**src/rtl/morse_pkg.sv**
```systemverilog
// morse_pkg: shared FSM states, symbol codes and timing multipliers for the Morse front end.
package morse_pkg;
  typedef enum logic [1:0] {IDLE, MARK, GAP, LETTER} state_t;
  localparam logic [1:0] SYM_NONE = 2'b00;
  localparam logic [1:0] SYM_DOT = 2'b01;
  localparam logic [1:0] SYM_DASH = 2'b10;
  localparam logic [1:0] SYM_CHAR_END = 2'b11;
  localparam int DASH_MULT = 2;
  localparam int CHAR_MULT = 2;
  localparam int WORD_MULT = 5;
  localparam int MAX_SYMS_DEF = 6;
endpackage

```
**src/rtl/morse_key_debounce.sv**
```systemverilog
// morse_key_debounce: two-flop synchroniser followed by a stable-sample debounce counter.
module morse_key_debounce #(
  parameter int DEBOUNCE = 4
) (
  input  logic clk,
  input  logic rst,
  input  logic key_in,
  output logic key_db
);
  localparam int CW = $clog2(DEBOUNCE + 1);
  logic s1, s2;
  logic [CW-1:0] cnt;
  always_ff @(posedge clk) begin
    if (rst) begin
      s1 <= 1'b0;
      s2 <= 1'b0;
      cnt <= '0;
      key_db <= 1'b0;
    end else begin
      s1 <= key_in;
      s2 <= s1;
      if (s2 == key_db) cnt <= '0;
      else if (cnt == CW'(DEBOUNCE - 1)) begin
        key_db <= s2;
        cnt <= '0;
      end else cnt <= cnt + CW'(1);
    end
  end
endmodule

```
**src/rtl/morse_key_sequencer.sv**
```systemverilog
// morse_key_sequencer: times debounced key marks/spaces and emits dot/dash/char-end/word strobes.
module morse_key_sequencer
  import morse_pkg::*;
#(
  parameter int CNT_W = 16,
  parameter int MAX_SYMS = MAX_SYMS_DEF,
  parameter int DEBOUNCE = 4
) (
  input  logic                clk,
  input  logic                rst,
  input  logic                key_in,
  input  logic [CNT_W-1:0]    unit_len,
  output logic [1:0]          morse_signal,
  output logic                sym_valid,
  output logic                char_valid,
  output logic [MAX_SYMS-1:0] seq,
  output logic [2:0]          seq_len,
  output logic                word_space,
  output logic                overflow,
  output logic                busy
);
  localparam int TW = CNT_W + 3;
  state_t state, state_n;
  logic key_db, key_q, rise, dash;
  logic [CNT_W-1:0] cnt, cnt_n, cnt_inc, unit_r, unit_n;
  logic [TW-1:0] t_dash, t_char, t_word;
  logic [MAX_SYMS-1:0] seq_n;
  logic [2:0] len_n;
  logic [1:0] sig_n;
  logic ovf_n, sv_n, cv_n, ws_n;

  morse_key_debounce #(.DEBOUNCE(DEBOUNCE)) u_db (
    .clk(clk),
    .rst(rst),
    .key_in(key_in),
    .key_db(key_db)
  );

  assign rise = key_db & ~key_q;
  assign cnt_inc = &cnt ? cnt : cnt + CNT_W'(1);
  assign t_dash = TW'(unit_r) * TW'(DASH_MULT);
  assign t_char = TW'(unit_r) * TW'(CHAR_MULT);
  assign t_word = TW'(unit_r) * TW'(WORD_MULT);
  // a saturated counter must still read as a dash even if T_DASH exceeds its range
  assign dash = (&cnt) | (TW'(cnt) >= t_dash);
  assign busy = state != IDLE;

  always_comb begin
    state_n = state;
    cnt_n = cnt_inc;
    unit_n = unit_r;
    seq_n = seq;
    len_n = seq_len;
    ovf_n = overflow;
    sig_n = SYM_NONE;
    sv_n = 1'b0;
    cv_n = 1'b0;
    ws_n = 1'b0;
    case (state)
      IDLE: begin
        cnt_n = cnt;
        if (rise) begin
          state_n = MARK;
          cnt_n = CNT_W'(1);
          unit_n = unit_len == '0 ? CNT_W'(1) : unit_len;
          seq_n = '0;
          len_n = '0;
          ovf_n = 1'b0;
        end
      end
      MARK: if (!key_db) begin
        state_n = GAP;
        cnt_n = CNT_W'(1);
        sv_n = 1'b1;
        sig_n = dash ? SYM_DASH : SYM_DOT;
        if (seq_len < 3'(MAX_SYMS)) begin
          seq_n = MAX_SYMS'({seq, dash});
          len_n = seq_len + 3'd1;
        end else ovf_n = 1'b1;
      end
      GAP: if (rise) begin
        state_n = MARK;
        cnt_n = CNT_W'(1);
      end else if (TW'(cnt_inc) >= t_char) begin
        state_n = LETTER;
        cv_n = 1'b1;
        sig_n = SYM_CHAR_END;
      end
      LETTER: if (rise) begin
        state_n = MARK;
        cnt_n = CNT_W'(1);
        seq_n = '0;
        len_n = '0;
        ovf_n = 1'b0;
      end else if (TW'(cnt_inc) >= t_word) begin
        state_n = IDLE;
        cnt_n = '0;
        ws_n = 1'b1;
      end
      default: state_n = IDLE;
    endcase
  end

  always_ff @(posedge clk) begin
    if (rst) begin
      state <= IDLE;
      cnt <= '0;
      unit_r <= '0;
      key_q <= 1'b0;
      seq <= '0;
      seq_len <= '0;
      overflow <= 1'b0;
      morse_signal <= SYM_NONE;
      sym_valid <= 1'b0;
      char_valid <= 1'b0;
      word_space <= 1'b0;
    end else begin
      state <= state_n;
      cnt <= cnt_n;
      unit_r <= unit_n;
      key_q <= key_db;
      seq <= seq_n;
      seq_len <= len_n;
      overflow <= ovf_n;
      morse_signal <= sig_n;
      sym_valid <= sv_n;
      char_valid <= cv_n;
      word_space <= ws_n;
    end
  end
endmodule
```
**config.mk**
```make
export PLATFORM = sky130hd
export DESIGN_NAME = morse_key_sequencer
export DESIGN_NICKNAME = d
export VERILOG_FILES = /design/src/rtl/morse_pkg.sv /design/src/rtl/morse_key_debounce.sv /design/src/rtl/morse_key_sequencer.sv
export SDC_FILE = /design/constraint.sdc
export NUM_CORES = 1
export LEC_CHECK = 0
export BUFFER_PORTS_ARGS = -buffer_cell sky130_fd_sc_hd__buf_4
export CORE_MARGIN = 2
export CORE_UTILIZATION = 63
export CTS_BUF_LIST = sky130_fd_sc_hd__clkbuf_8
export CTS_CLUSTER_SIZE = 20
export DETAILED_ROUTE_END_ITERATION = 6
export GPL_ROUTABILITY_DRIVEN = 1
export PLACE_DENSITY_LB_ADDON = 0.08
export SKIP_LAST_GASP = 1
export SLEW_MARGIN = 20
export SYNTH_ARGS = -nofsm -noshare
export SYNTH_HDL_FRONTEND = slang
export SYNTH_SLANG_ARGS = --single-unit
export TNS_END_PERCENT = 5
```
**constraint.sdc**
```tcl
create_clock -name clk -period 5.15 [get_ports clk]
set_clock_uncertainty 0.15 [all_clocks]
set_input_delay 1.03 -clock clk [delete_from_list [all_inputs] [get_ports clk]]
set_output_delay 1.03 -clock clk [all_outputs]
set_load 0.1 [all_outputs]
```
# Yosys cells after proc, flatten, opt, wreduce, memory -nomap -nowiden
# Cells that the tools add are included.
[classes] add_sub_neg=3 mul=1 n_lt_le_gt_ge=4 n_eq_ne=12 n_mux=35 bitwise=7 n_reduce_logical=15
[ops] cell="2-to-1 mux 16 bit" count=7
[ops] cell="one-hot mux 16 bit (4 select lines)" count=1
[ops] cell="greater-or-equal comparator 16 x 17 -> 1 bit" count=2
[ops] cell="2-to-1 mux 2 bit" count=10
[ops] cell="greater-or-equal comparator 16 x 19 -> 1 bit" count=1
[ops] cell="multiplier 16 x 3 -> 19 bit (second input constant)" count=1
[ops] cell="2-to-1 mux 6 bit" count=3
[ops] cell="adder 16 x 1 -> 16 bit (second input constant)" count=1
[ops] cell="logical NOT 16 bit" count=1
[ops] cell="AND reduction 16 bit" count=1
[ops] cell="one-hot mux 6 bit (2 select lines)" count=1
[ops] cell="AND reduction 4 bit" count=3
[ops] cell="2-to-1 mux 3 bit" count=3
[ops] cell="OR reduction 3 bit" count=3
[ops] cell="inequality test 2 bit (second input constant)" count=4
[ops] cell="one-hot mux 2 bit (4 select lines)" count=1
[ops] cell="adder 3 x 1 -> 3 bit (second input constant)" count=2
[ops] cell="2-to-1 mux 1 bit" count=6
[ops] cell="inequality test 3 bit (second input constant)" count=2
[ops] cell="one-hot mux 3 bit (2 select lines)" count=1
[ops] cell="NOT 1 bit" count=5
[ops] cell="equality test 2 bit (second input constant)" count=2
[ops] cell="one-hot mux 2 bit (2 select lines)" count=1
[ops] cell="AND reduction 2 bit" count=2
[ops] cell="other kinds (11)" count=13
[word_totals] regBits=56 input_bits=19 out_inout_bits=16 elab_cells=92

# Depth between registers and ports, before layout
[depth] ltp_word=6 ltp_mapped=23 ltp_nobuf=22

# Cells and area by module
# Synthesis repeated with hierarchy kept, for this count alone.
[unflattened] cells_unflattened=559 hier_area_um2=4626.9
[modules_own_cells] module="morse_key_sequencer" n_inst=1 cells_each=542 area_each_um2=4415.5 seq_area_each_um2=1001.0
[modules_own_cells] module="morse_key_debounce" n_inst=1 cells_each=17 area_each_um2=211.5 seq_area_each_um2=120.1

# Worst setup path before layout
# Ideal clock, no wire load.
[synth_path] kind="register to register" from="register unit_r[3]" to="register cnt[8]" setup_ns=0.117 arrival_time_ns=3.850 required_ns=4.883 setup_slack_ns=1.033 stages_incl_launch_ff=23 n_path_buf=1 period_less_slack_ns=4.117 cell_sequence="dfxtp_1 > ha_1 > ha_1 > inv_1 > fa_1 > nor2b_4 > o31ai_2 > a21boi_0 > o21ai_1 > a21oi_1 > o21a_1 > or3_1 > nand2_1 > ha_1 > nand2_1 > nor3_1 > nand4_1 > o21ai_1 > nor4b_4 > a21o_1 > nand2_2 > buf_6 > a22o_1"
[synth_via] elab_chain_cells=5
[synth_rtl] item="from (decl)" line="morse_key_sequencer.sv:25" source="logic [CNT_W-1:0] cnt, cnt_n, cnt_inc, unit_r, unit_n;"
[synth_rtl] item="from (signal assigned)" line="morse_key_sequencer.sv:120" source="unit_r <= unit_n;"
[synth_rtl] item="multiplier 16 x 3 -> 19 bit" line="morse_key_sequencer.sv:43" source="assign t_word = TW'(unit_r) * TW'(WORD_MULT);"
[synth_rtl] item="greater-or-equal comparator 16 x 19 -> 1 bit" line="morse_key_sequencer.sv:95" source="end else if (TW'(cnt_inc) >= t_word) begin"
[synth_rtl] item="2-to-1 mux 16 bit" line="morse_key_sequencer.sv:95"
[synth_rtl] item="2-to-1 mux 16 bit" line="morse_key_sequencer.sv:89" source="LETTER: if (rise) begin"
[synth_rtl] item="one-hot mux 16 bit (4 select lines)" line="morse_key_sequencer.sv:59" source="case (state)"
[synth_rtl] item="to (signal assigned)" line="morse_key_sequencer.sv:119" source="cnt <= cnt_n;"
[synth_rtl] item="to (decl)" line="morse_key_sequencer.sv:25"
# Every way passes these cells.
# A chain may end at the register's enable or synchronous reset.

# Final worst setup path
[layout_path] from="register unit_r[1]" to="register cnt[1]"
# The elaborated chain is that of the path after synthesis.

==> qor.csv <==
stage,metric,value,unit
clocking,worstSkewPairLatency,0.32,ns
sta,drv_slew,0,
layout,final_layout_size_suffix_gt1_frac,0.121,
global_routing,track_usage,0.264,
sta,setup-violations-final,0,
sta,tightest_slew,0.975,ns
floorplanning,die_h,89.7,µm
global_routing,grt.overflow.total,0,
sta,slew_headroom,0.348,
clocking,ctsHoldBuffers,0,
clocking,cts_sinks,56,
sta,hold_violations,0,
drt,drt-pass1-iter-count,4,
placement,port_buffers,34,
floorplanning,die_width,89.7,µm
floorplanning,dieArea,0.00805,mm²
power_and_ir_drop,power_leakage,2.25,nW
clocking,htree_levels,2,
placement,place.gp.congestion,0.898,
global_routing,grt_pass1_vias,3848,
setup_path,critPathLaunchType,register,
drt,routed_wl,10400,µm
setup_path,crit_required,5.21,ns
yosys,ys_types,76,
floorplanning,ios,35,
floorplanning,start_util,0.646,
yosys,synth-main-ff-cell,dfxtp_1,
floorplanning,rows,31,
drt,vias,3989,
yosys,syn-num-nets,652,
layout,antennaDiodeCount,0,
drt,drt-initial-drc-count,184,
yosys,synth-seq-cells,56,
setup_path,end_kind,register,
layout,nNetsFinal,680,
sta,rsz0062_at_grt,no,
clocking,clkSlewWorstSetupHoldPaths,0.11,ns
drt,postRouteAntennaNets,0,
yosys,ys.warnings.count,0,
power_and_ir_drop,vdd_ir_drop_max,175,µV
power_and_ir_drop,powerDensity,180,mW/mm²
drt,wire_per_inst,15.4,µm
floorplanning,core-area,0.00718,mm²
global_routing,grt_pass1_wl,17800,µm
sta,finalSetupTns,0,ns
yosys,synth_area,0.00463,mm²
yosys,syn_inst,549,
yosys,async_flop_share,0,
layout,final_cells,677,
yosys,synth_top_area_frac,0.242,
run,maxCapViolations,0,
clocking,numCtsBuffers,5,
sta,layout_min_cycle_time,4.74,ns
drt,drc,0,
placement,dpl.cell_count,669,
yosys,synth-edff-count,0,
clocking,clockBufferDepth,2,
yosys,synth_top_area_cell,dfxtp_1,
yosys,synth_area_leaders,"dfxtp_1 24%, ha_1 22%, nand2_1 4.9%, a21oi_1 4.6%, nor2_1 3.6%",
layout,fin_util,0.698,
placement,dpl.hpwl,8450,µm
clocking,postCtsSetupBuffers,0,
clocking,ctsResizeCount,0,
sta,fmaxAchievable,0.211,GHz
setup_path,worst-path-max-fanout,15,
clocking,cts-root-buf,clkbuf_8,
global_routing,antenna_found_initial,0,
sta,min_period_over_period,0.920,
layout,final_cell_mix,"83 x ha_1, 61 x nand2_1, 56 x dfxtp_1",
clocking,tritoncts,done,
setup_path,critical_path_class,register to register,
setup_path,cp.arrival,4.80,ns
global_routing,grt_max_degree,39,
worst_hold_path,worstHoldPathType,register to register,
drt,vias_per_cell,5.89,
layout,layout_commonest_cell,ha_1,
layout,syn_to_final_growth,8.18,%
run_status,status,completed,
yosys,avgSynthCellArea,8.44,µm²
layout,fillers,598,
yosys,synth_seq_area_share,0.242,
## per-stage QoR
step / area [µm²] / hold slack [ns] / power, W / worst slack [ns]
2_1_floorplan: 4630 / 0.249 / 0.000610 / 1.03
3_3_place_gp: 4920 / 0.258 / 0.000660 / 0.678
3_5_place_dp: 4920 / 0.272 / 0.000662 / 0.481
4_1_cts: 5010 / 0.287 / 0.000910 / 0.430
5_1_grt: 5010 / 0.305 / 0.000945 / 0.116
6_report: 5010 / 0.283 / 0.000904 / 0.410
## report_power, final
group | switching (W) | internal (W) | leakage, nW
registers | 0.0000112 | 0.000443 | 0.452
logic | 0.000131 | 0.0000690 | 1.75
clock network | 0.000152 | 0.0000980 | 0.0485
total | 0.000295 | 0.000610 | 2.25
## cells in the mapped netlist (all sizes together) (2+ instances only)
| master | count |
|---|---|
| a22oi | 6 |
| dfxtp | 56 |
| a2111oi | 2 |
| a221oi | 2 |
| nand3 | 17 |
| and3 | 7 |
| a211o | 2 |
| nand2 | 62 |
| nand2b | 4 |
| buf | 4 |
| or3 | 5 |
| a22o | 15 |
| mux2i | 4 |
| a21oi | 45 |
| nor2b | 9 |
| or2b | 3 |
| nor2 | 46 |
| inv | 35 |
| clkbuf | 10 |
| and2 | 2 |
| a21o | 14 |
| and4 | 6 |
| nor3 | 10 |
| o22ai | 3 |
| ha | 83 |
| nor3b | 2 |
| xnor2 | 9 |
| nand4 | 9 |
| o21a | 10 |
| xor2 | 10 |
| a31oi | 5 |
| o21ai | 24 |
| o31ai | 4 |
| nor4 | 4 |
## layer usage
| layer | up-vias | share of wire | global-route usage |
|---|---|---|---|
| met4 | 0 | 0.014 | 0.0692 |
| met3 | 11 | 0.036 | 0.0360 |
| li1 | 2056 | - | - |
| met2 | 67 | 0.44 | 0.419 |
| met1 | 1855 | 0.51 | 0.380 |
| met5 | - | 0 | 0 |
## cell families after synthesis
kind of cell,share of synthesized area
DFF,0.242
AOI/OAI and AO/OA,0.222
buffers and inverters,0.0497
adders and majority gates,0.229
and+or+nand+nor,0.209
xor gates and xnor gates,0.0375
muxes,0.0111
## layout make-up
type | count | area, µm² | share of cell area
inverters | 35 | 131 | 0.0262
flip-flops and latches | 56 | 1120 | 0.224
clock buffers | 5 | 68.8 | 0.0137
clock inverters | 3 | 22.5 | 0.00449
repair buffers | 35 | 263 | 0.0524
well taps | 99 | 124 | 0.0247
multi-input cells | 444 | 3280 | 0.655
## path summary, 6_finish.rpt
path	end	cells past startpoint	from	slack, ns
hold reg to reg	u_db.cnt[0]$_SDFF_PP0_	1	u_db.cnt[0]$_SDFF_PP0_	0.28
setup / recovery	cnt[1]$_SDFFE_PP0P_	21	unit_r[1]$_SDFFE_PP0P_	0.41
hold / removal	u_db.cnt[0]$_SDFF_PP0_	1	u_db.cnt[0]$_SDFF_PP0_	0.28
setup reg to reg	cnt[1]$_SDFFE_PP0P_	21	unit_r[1]$_SDFFE_PP0P_	0.41
## critical path, cell delays in order (launching register included)
cell and delay [ns]:
dfxtp_1 0.36, ha_1 0.31, ha_1 0.23, inv_1 0.07, fa_1 0.25, nor2b_4 0.06
o31ai_2 0.29, a21boi_0 0.21, o21ai_1 0.23, a21oi_1 0.11, o21a_1 0.19, o21ai_1 0.17
nand2_1 0.08, ha_1 0.27, nand2_1 0.06, nor3_1 0.33, nand4_1 0.14, o21ai_1 0.13
nor4b_4 0.29, a21o_1 0.18, nand2_2 0.20, a22o_1 0.30
## state kept, by name (all words and copies together), names as in the netlist
name and flops:
sym_valid 1, key_q 1, u_db.cnt 3, seq 6, char_valid 1, morse_signal 2
overflow 1, u_db.key_db 1, word_space 1, state 2, unit_r 16, u_db.s2 1
cnt 16, u_db.s1 1, seq_len 3
Power figures use the tool's default switching activity.
